File: config.mk
export PLATFORM = sky130hd
export DESIGN_NAME = wb_dest_pipe_sel
export DESIGN_NICKNAME = d
export VERILOG_FILES = /design/src/rtl/wb_dest_pipe_sel.sv
export SDC_FILE = /design/constraint.sdc
export NUM_CORES = 1
export LEC_CHECK = 0
export ABC_AREA = 1
export BUFFER_PORTS_ARGS = -buffer_cell sky130_fd_sc_hd__buf_2
export CAP_MARGIN = 20
export CORE_AREA = 2 2 62 64
export DETAILED_ROUTE_END_ITERATION = 10
export DIE_AREA = 0 0 64 66
export PLACE_DENSITY = 0.7
export SLEW_MARGIN = 10
export SYNTH_ARGS = -nofsm -noshare
export SYNTH_HDL_FRONTEND = slang
export SYNTH_SLANG_ARGS = --single-unit
File: constraint.sdc
create_clock -name clk -period 1 [get_ports clk]
set_clock_uncertainty 0.05 [all_clocks]
set_input_delay 0.05 -clock clk [delete_from_list [all_inputs] [get_ports clk]]
set_output_delay 0.05 -clock clk [all_outputs]
set_load 0.01 [all_outputs]
File: src/rtl/wb_dest_pipe_sel.sv
// Write-back destination selector: picks one of N_SRC candidate register
// addresses, carries it through a DEPTH-stage valid-tagged pipeline with
// stall/flush, and flags read-after-write hazards against in-flight entries.
module wb_dest_pipe_sel #(
  parameter int ADDR_W      = 5,
  parameter int N_SRC       = 5,
  parameter int SEL_W       = 3,
  parameter int DEPTH       = 2,
  parameter int SUPPRESS_R0 = 1
) (
  input  logic                      clk,
  input  logic                      reset,
  input  logic [N_SRC*ADDR_W-1:0]   src_addr,
  input  logic [SEL_W-1:0]          sel,
  input  logic                      sel_valid,
  input  logic                      stall,
  input  logic                      flush,
  input  logic [ADDR_W-1:0]         rd_addr_a,
  input  logic [ADDR_W-1:0]         rd_addr_b,
  output logic [ADDR_W-1:0]         wb_addr,
  output logic                      wb_valid,
  output logic                      hazard_a,
  output logic                      hazard_b,
  output logic [2:0]                inflight,
  output logic                      sel_err
);

  localparam logic [SEL_W:0] NSRC_L = (SEL_W+1)'(N_SRC);

  logic [DEPTH-1:0][ADDR_W-1:0] addr_q, addr_d;
  logic [DEPTH-1:0]             vld_q, vld_d;
  logic                         sel_err_q, sel_err_d;
  logic [ADDR_W-1:0]            sel_addr;
  logic                         sel_bad;
  logic                         cap_vld;

  // Source mux; out-of-range selects fall back to the last source
  always_comb begin
    sel_addr = src_addr[(N_SRC-1)*ADDR_W +: ADDR_W];
    for (int i = 0; i < N_SRC; i++)
      if (sel == SEL_W'(i)) sel_addr = src_addr[i*ADDR_W +: ADDR_W];
  end

  assign sel_bad = ({1'b0, sel} >= NSRC_L);
  // Writes to r0 are architecturally dead, so they never become valid
  assign cap_vld = sel_valid && !((SUPPRESS_R0 != 0) && (sel_addr == '0));

  // Next-state: flush beats stall beats normal shift
  always_comb begin
    addr_d    = addr_q;
    vld_d     = vld_q;
    sel_err_d = sel_err_q;
    if (flush) begin
      vld_d = '0;
    end else if (!stall) begin
      addr_d[0] = sel_addr;
      vld_d[0]  = cap_vld;
      for (int k = 1; k < DEPTH; k++) begin
        addr_d[k] = addr_q[k-1];
        vld_d[k]  = vld_q[k-1];
      end
      if (sel_valid && sel_bad) sel_err_d = 1'b1;
    end
  end

  // Pipeline registers and sticky select-error flag
  always_ff @(posedge clk or posedge reset) begin
    if (reset) begin
      addr_q    <= '0;
      vld_q     <= '0;
      sel_err_q <= 1'b0;
    end else begin
      addr_q    <= addr_d;
      vld_q     <= vld_d;
      sel_err_q <= sel_err_d;
    end
  end

  // Hazard match and occupancy count, from registered state only
  always_comb begin
    hazard_a = 1'b0;
    hazard_b = 1'b0;
    inflight = 3'd0;
    for (int k = 0; k < DEPTH; k++) begin
      inflight = inflight + 3'(vld_q[k]);
      if (vld_q[k] && (rd_addr_a != '0) && (addr_q[k] == rd_addr_a)) hazard_a = 1'b1;
      if (vld_q[k] && (rd_addr_b != '0) && (addr_q[k] == rd_addr_b)) hazard_b = 1'b1;
    end
  end

  assign wb_addr  = addr_q[DEPTH-1];
  assign wb_valid = vld_q[DEPTH-1];
  assign sel_err  = sel_err_q;

endmodule

==> results.md, run 1 <==
* Status: complete, but fails checks
* Violated checks: negative setup slack
* Switching share of power at 0.348
* Gate power share at 0.474
* Syn nets at between 200 and 250
* EDFF count, synth at 0
* Max Cap Violations at 0
* Area delta synth->final at 59.3%
* Num rows at 22
* Ports at 55
* Root buffer cell: clkbuf_4
* Maximum vdd drop at about 0.40 mV
* Core Area at 3550 um^2
* Detail Route Antenna Nets at 0
* Switching Power at about 650 uW
* Initial Util at 0.338
* Crit path kind: reg2out
* Bufs on Longest Clock Path at 2
* Most common cell after layout, fill and taps aside: nand2_1
* Min-delay src: stall
* Vias at 1,458
* Worst skew pair latency at roughly 0.27 ns
* Worst Path Max Fanout at 3
* Die width at 64 um
* Hold Path Class: in2reg
* Vias in the first global route at 1,351
* Drt via density at between 4 and 5
* Final setup fails at 6
* Initial antenna violation count at 0
* Num CTS Buffers at 3
* Diode count at 0
* IO buf count at 53
* Cell Pwr Density at 984 nW/um^2
* Top area cells in the synthesized netlist: dfrtp_1 (27%), nand2_1 (19%), inv_1 (8.1%)
* Largest net degree at the start of global routing at 14
* Die Height at roughly 66 um
* Placed Cells at approximately 310
* Leak pwr at 0.00105 uW
* Die area at about 4200 um^2
* Total Neg Setup Slack at -1.72 ns
* Overall Power at about 1900 uW
* Synth unique cells at 31
* DRC at 0
* WL/cell at roughly 10 um
* Asr flop ratio synth at 1.00
* Share of post-route cells with drive strength above 1 at 0.446
* Synth top area share at 0.271
* Seq pwr share at 0.357
* Synthesized area at approximately 1200 um^2
* Primary FF master, synth: dfrtp_1
* Non-Filler Instances at ~320
* Syn Inst Count at 191
* Fin nets at roughly 320
* CTS tree: yes
* Final GP Congestion at ~0.8
* Req. time, crit path at about 0.90 ns
* Global-route wire length before repair at roughly 5400 um
* RR Startpoint: vld_q[0]$_DFFE_PP0P_
* Syn Area/Cell at 6.28 um^2
* Clock H-tree levels at 1
* Final worst slack at -0.599 ns
* CTS Sinks at 13
* RSZ-0062 raised after global routing: true
* Worst Hold Depth at 3
* Sequential area share after synthesis at 0.271
* Critical Path AT at 1.50 ns
* Internal power at 1230 uW
* Worst setup path startpoint: wb_addr[1]$_DFFE_PP0P_
* Tcrit/Tclk final at 1.60
* Hold Slack at around 0.0063 ns
* Clock power frac at 0.168
* Reg clk slew, reported paths at approximately 0.08 ns
* Total Wirelength at ~3300 um
* Pins Over Slew Limit at 0
* Post-DP HPWL at 2700 um
* Max Fclk at between 600 and 700 MHz
* Synthesis warning total at 0
* Gr usage total at 0.159
* Fin util at 0.538
* Crit path launch type: flip-flop
* Synth area leader: dfrtp_1
* Final Hold Fails at 0
* Synth Register Bits at 13
* Worst Reg2Reg Path Length in Cells at 4
* CP Capture Type: output port
* GR Overflow Total at 0
* Number of iterations in the first detailed-routing pass at 4
* Most frequent cells in the layout: nand2_1 (58), buf_2 (46), buf_4 (32)
* Final min period at ~1.6 ns
* 1st-iter DRT viols at a little under 70
-- registers in the layout (all words and copies together) (netlist names) --
| name | count |
|---|---|
| vld_q | 2 |
| addr_q | 5 |
| sel_err | 1 |
| wb_addr | 5 |
-- per-layer routing --
| metal | global-route usage | wire [um] | up-vias |
|---|---|---|---|
| met5 | 0 | 0 | - |
| met4 | 0.0734 | 34 | 0 |
| met3 | 0.0102 | 200 | 2 |
| met2 | 0.296 | 1580 | 51 |
| met1 | 0.185 | 1440 | 631 |
| li1 | - | - | 774 |
-- cell families after synthesis --
| logic type | count (synthesis) | synth area share |
|---|---|---|
| AND/OR/NAND/NOR | 110 | 0.416 |
| buffers and inverters | 37 | 0.141 |
| AO/OA/AOI/OAI | 22 | 0.107 |
| flip-flops | 13 | 0.271 |
| XOR/XNOR | 7 | 0.0511 |
| adder cells (fa/ha/maj) | 1 | 0.0104 |
| other | 1 | 0.00313 |
-- worst max-delay path, cell delays in order (launching register included) --
cell       delay (ns)
dfrtp_1          0.42
xor2_1           0.18
nor3_1           0.20
o2111ai_1        0.14
a22oi_2          0.13
buf_2            0.15
-- path summary, 6_finish.rpt --
| path | to | slack (ns) |
|---|---|---|
| worst min-delay path | vld_q[0]$_DFFE_PP0P_ | 0.006 |
| max in group asynchronous | vld_q[1]$_DFFE_PP0P_ | 0.25 |
| worst max-delay path | hazard_a | -0.60 |
| worst max register to register | vld_q[0]$_DFFE_PP0P_ | 0.03 |
| min in group asynchronous | addr_q[1]$_DFFE_PP0P_ | 0.29 |
| worst min register to register | sel_err$_DFFE_PP0P_ | 0.41 |
-- Yosys cell counts, drive strengths merged (2+ instances only) --
master,n
nor4,3
xor2,6
or2,5
o21ai,11
nor2,16
buf,7
nor3,3
inv,29
nand2,63
o22ai,3
nand3,16
a22oi,2
nand4,3
dfrtp,13
a21oi,4
-- power by group through the flow --
stage          clock network, uW  logic, uW  registers (uW)
6_report                     317        892             672
5_1_grt                      355        988             685
4_1_cts                      338        829             672
3_5_place_dp                   0        784             679
3_3_place_gp                   0        778             676
2_1_floorplan                  0        425             678
-- stage by stage --
| step | area, um^2 | setup WS (ns) |
|---|---|---|
| floorplan | 1230 | -0.140 |
| global placement | 1710 | -0.313 |
| detailed placement | 1710 | -0.312 |
| CTS | 1820 | -0.603 |
| global route | 1910 | -0.700 |
| finish | 1910 | -0.599 |
-- cell type report --
cell class | instances | area (um^2)
Timing Repair Buffer | 89 | 596
Inverter | 29 | 111
Tap cell | 48 | 60.1
Clock buffer | 4 | 26.3
Multi-Input combinational cell | 141 | 792
Fill cell | 344 | 1640
Sequential cell | 13 | 327
-- what timing repair did --
item,in CTS,in global routing
pin swaps,11,11
hold buffers,3,0
gates resized for setup,9,22
hold endpoints to repair,14,0
endpoints found under the setup margin,7,20
setup buffers,1,3
No activity file was read; power rests on OpenSTA's default activity.
==> inputs of run 2 (changes only) <==
--- a/config.mk
+++ b/config.mk
@@ -8,10 +8,11 @@
 export ABC_AREA = 1
 export BUFFER_PORTS_ARGS = -buffer_cell sky130_fd_sc_hd__buf_2
 export CAP_MARGIN = 20
-export CORE_AREA = 2 2 62 64
+export CORE_AREA = 2 2 58 60
 export DETAILED_ROUTE_END_ITERATION = 10
-export DIE_AREA = 0 0 64 66
-export PLACE_DENSITY = 0.7
+export DIE_AREA = 0 0 60 62
+export PLACE_DENSITY = 0.78
+export SETUP_SLACK_MARGIN = 0.02
 export SLEW_MARGIN = 10
 export SYNTH_ARGS = -nofsm -noshare
 export SYNTH_HDL_FRONTEND = slang
==> run 2 against run 1 <==
The run still ends with negative setup slack left. Fmax fell by 0.98%. Total power rose by 1.8%. Die area fell by 12%. Global-route usage rose by 3.9 points. Final area fell by 0.59%. Hold slack improved by 0.047 ns. Via count fell by 1.2%. Critical path depth did not move. First-iteration DRC count fell by 12%. Sequential share of layout area rose by 0.10 points.
==> results.md, run 2 (synthesized netlist as in run 1, its figures left out) <==
* Status: complete, but fails checks
* Violated checks: negative setup slack
* Initial Util at 0.377 (+0.0395)
* Leak pwr at 0.00104 uW (-0.71%)
* Fin nets at 318 (-0.93%)
* Relative slew slack at 0.663
* Hold Path Class: in2reg
* Crit path kind: reg2out
* Total Neg Setup Slack at -2.01 ns (-0.290 ns)
* WL/cell at 10.8 um (+7.9%)
* Root buffer cell: clkbuf_4
* Multi-input logic area at 786 um^2 (-0.79%)
* Final setup fails at 6 (unchanged)
* 1st-iter DRT viols at 60 (-12%)
* Final worst slack at -0.615 ns (-0.0158 ns)
* Post-DP HPWL at 2720 um (+0.97%)
* Cell Pwr Density at 1010 nW/um^2 (+2.4%)
* Drt via density at 4.52 (+0.38%)
* Final min period at 1.61 ns (+0.0158 ns)
* Internal power at 1220 uW (-0.44%)
* Pre-CTS WS at -0.360 ns (-0.0483 ns)
* IO buf count at 53 (unchanged)
* Req. time, crit path at 0.90 ns (about the same)
* RSZ-0062 raised after global routing: true
* Num rows at 21 (-4.5%)
* Switching share of power at 0.363 (+0.0146)
* CTS tree: yes
* Vias at 1,441 (-1.2%)
* Gate power share at 0.475 (about the same)
* Reg clk slew, reported paths at 0.09 ns (about the same)
* Die area at 3720 um^2 (-12%)
* Ports at 55 (unchanged)
* GR Overflow Total at 0 (unchanged)
* Pins Over Slew Limit at 0 (unchanged)
* Gr usage total at 0.197 (+0.0386)
* Overall Power at 1920 uW (+1.8%)
* Tcrit/Tclk final at 1.61 (+0.0158)
* CP Capture Type: output port
* Final Hold Fails at 0 (unchanged)
* Maximum vdd drop at 0.384 mV (-4.7%)
* DRC at 0 (unchanged)
* Die width at 60 um (-6.3%)
* Non-Filler Instances at 319 (-1.5%)
* Register area at 327 um^2 (unchanged)
* Worst skew pair latency at 0.27 ns (about the same)
* Clock power frac at 0.174 (+0.006)
* Max Fclk at 619 MHz (-0.98%)
* Worst-Margin Slew at 0.505 ns
* Die Height at 62 um (-6.1%)
* Design Area, Final at 1900 um^2 (-0.59%)
* Most frequent cells in the layout: nand2_1 (55), buf_2 (45), buf_4 (27)
* Number of iterations in the first detailed-routing pass at 4 (unchanged)
* Layout fillers at 313 (-9.0%)
* Gr busiest metal: met2
* Diode count at 0 (unchanged)
* Met1 usage at 0.229 (+0.0436)
* Most common cell after layout, fill and taps aside: nand2_1
* Met2 track demand over resource at 0.382 (+0.0864)
* Seq pwr share at 0.352 (-0.005)
* Largest net degree at the start of global routing at 15 (+1)
* Placed cell areas at 1670 um^2 (-2.8%)
* Total Wirelength at 3460 um (+6.2%)
* Area delta synth->final at 58.4%
* Core Area at 3180 um^2 (-10%)
* Detail Route Antenna Nets at 0 (unchanged)
* Share of post-route cells with drive strength above 1 at 0.432 (-0.0134)
* Num CTS Buffers at 3 (unchanged)
* Crit path launch type: flip-flop
* Initial antenna violation count at 0 (unchanged)
* CTS Sinks at 13 (unchanged)
* Worst Path Max Fanout at 3 (unchanged)
* Final GP Congestion at 0.872 (+6.3%)
* Grt met3 use at 0.0145 (+0.00427)
* Placed Cells at 306 (-2.5%)
* Clock H-tree levels at 1 (unchanged)
* Max Cap Violations at 0 (unchanged)
* Switching Power at 695 uW (+6.1%)
* Global-route wire length before repair at 5510 um (+2.1%)
* Critical Path AT at 1.51 ns (about the same)
* Bufs on Longest Clock Path at 2 (unchanged)
* Vias in the first global route at 1,342 (-0.67%)
-- run 2: power groups by stage --
stage,combinational [uW],sequential (uW),clock (uW)
after floorplan,425,678,0
after detailed placement,749,680,0
after global placement,748,676,0
after global routing,1010,684,369
final,909,674,333
after CTS,816,674,345
-- run 2: area by class of cell --
| class | instances | share of cell area |
|---|---|---|
| well taps | 46 | 0.0303 |
| repair buffers | 86 | 0.309 |
| clock buffers | 3 | 0.0118 |
| flip-flops and latches | 13 | 0.172 |
| multi-input cells | 141 | 0.413 |
| inverters | 29 | 0.0612 |
| clock inverters | 1 | 0.00263 |
-- run 2: what timing repair did --
item | CTS | global route
resized for setup | 16 | 19
endpoints found under the hold margin | 15 | 0
hold buffers | 3 | 0
buffers inserted | 1 | 5
endpoints found under the setup margin | 8 | 10
pin swaps | 13 | 12
-- run 2: metal layers --
metal,vias to the layer above,wire length (um),part of all wire
li1,770,-,-
met1,619,1500,0.43
met2,50,1790,0.52
met3,2,146,0.042
met4,0,25,0.0072
met5,-,0,0
-- run 2: worst paths after layout --
| path | depth (start not counted) | slack, ns | end | start |
|---|---|---|---|---|
| max in group asynchronous | 3 | 0.25 | vld_q[1]$_DFFE_PP0P_ | reset |
| worst max register to register | 4 | 0.02 | vld_q[0]$_DFFE_PP0P_ | vld_q[0]$_DFFE_PP0P_ |
| worst min register to register | 1 | 0.41 | sel_err$_DFFE_PP0P_ | sel_err$_DFFE_PP0P_ |
| worst min-delay path | 5 | 0.05 | addr_q[1]$_DFFE_PP0P_ | src_addr[16] |
| min in group asynchronous | 3 | 0.28 | addr_q[2]$_DFFE_PP0P_ | reset |
| worst max-delay path | 5 | -0.61 | hazard_a | wb_addr[1]$_DFFE_PP0P_ |
-- run 2: critical path, cell delays in order (launching register included) --
cell       delay [ns]
dfrtp_1          0.43
xor2_1           0.18
nor3_2           0.18
o2111ai_1        0.14
a22oi_2          0.16
buf_2            0.15
-- run 2: stage by stage --
step	hold slack [ns]	utilization
2_1_floorplan	-0.123	-
3_3_place_gp	0.0622	0.524
3_5_place_dp	0.0589	0.524
4_1_cts	0.0597	0.566
5_1_grt	0.0642	0.598
6_report	0.0531	0.598
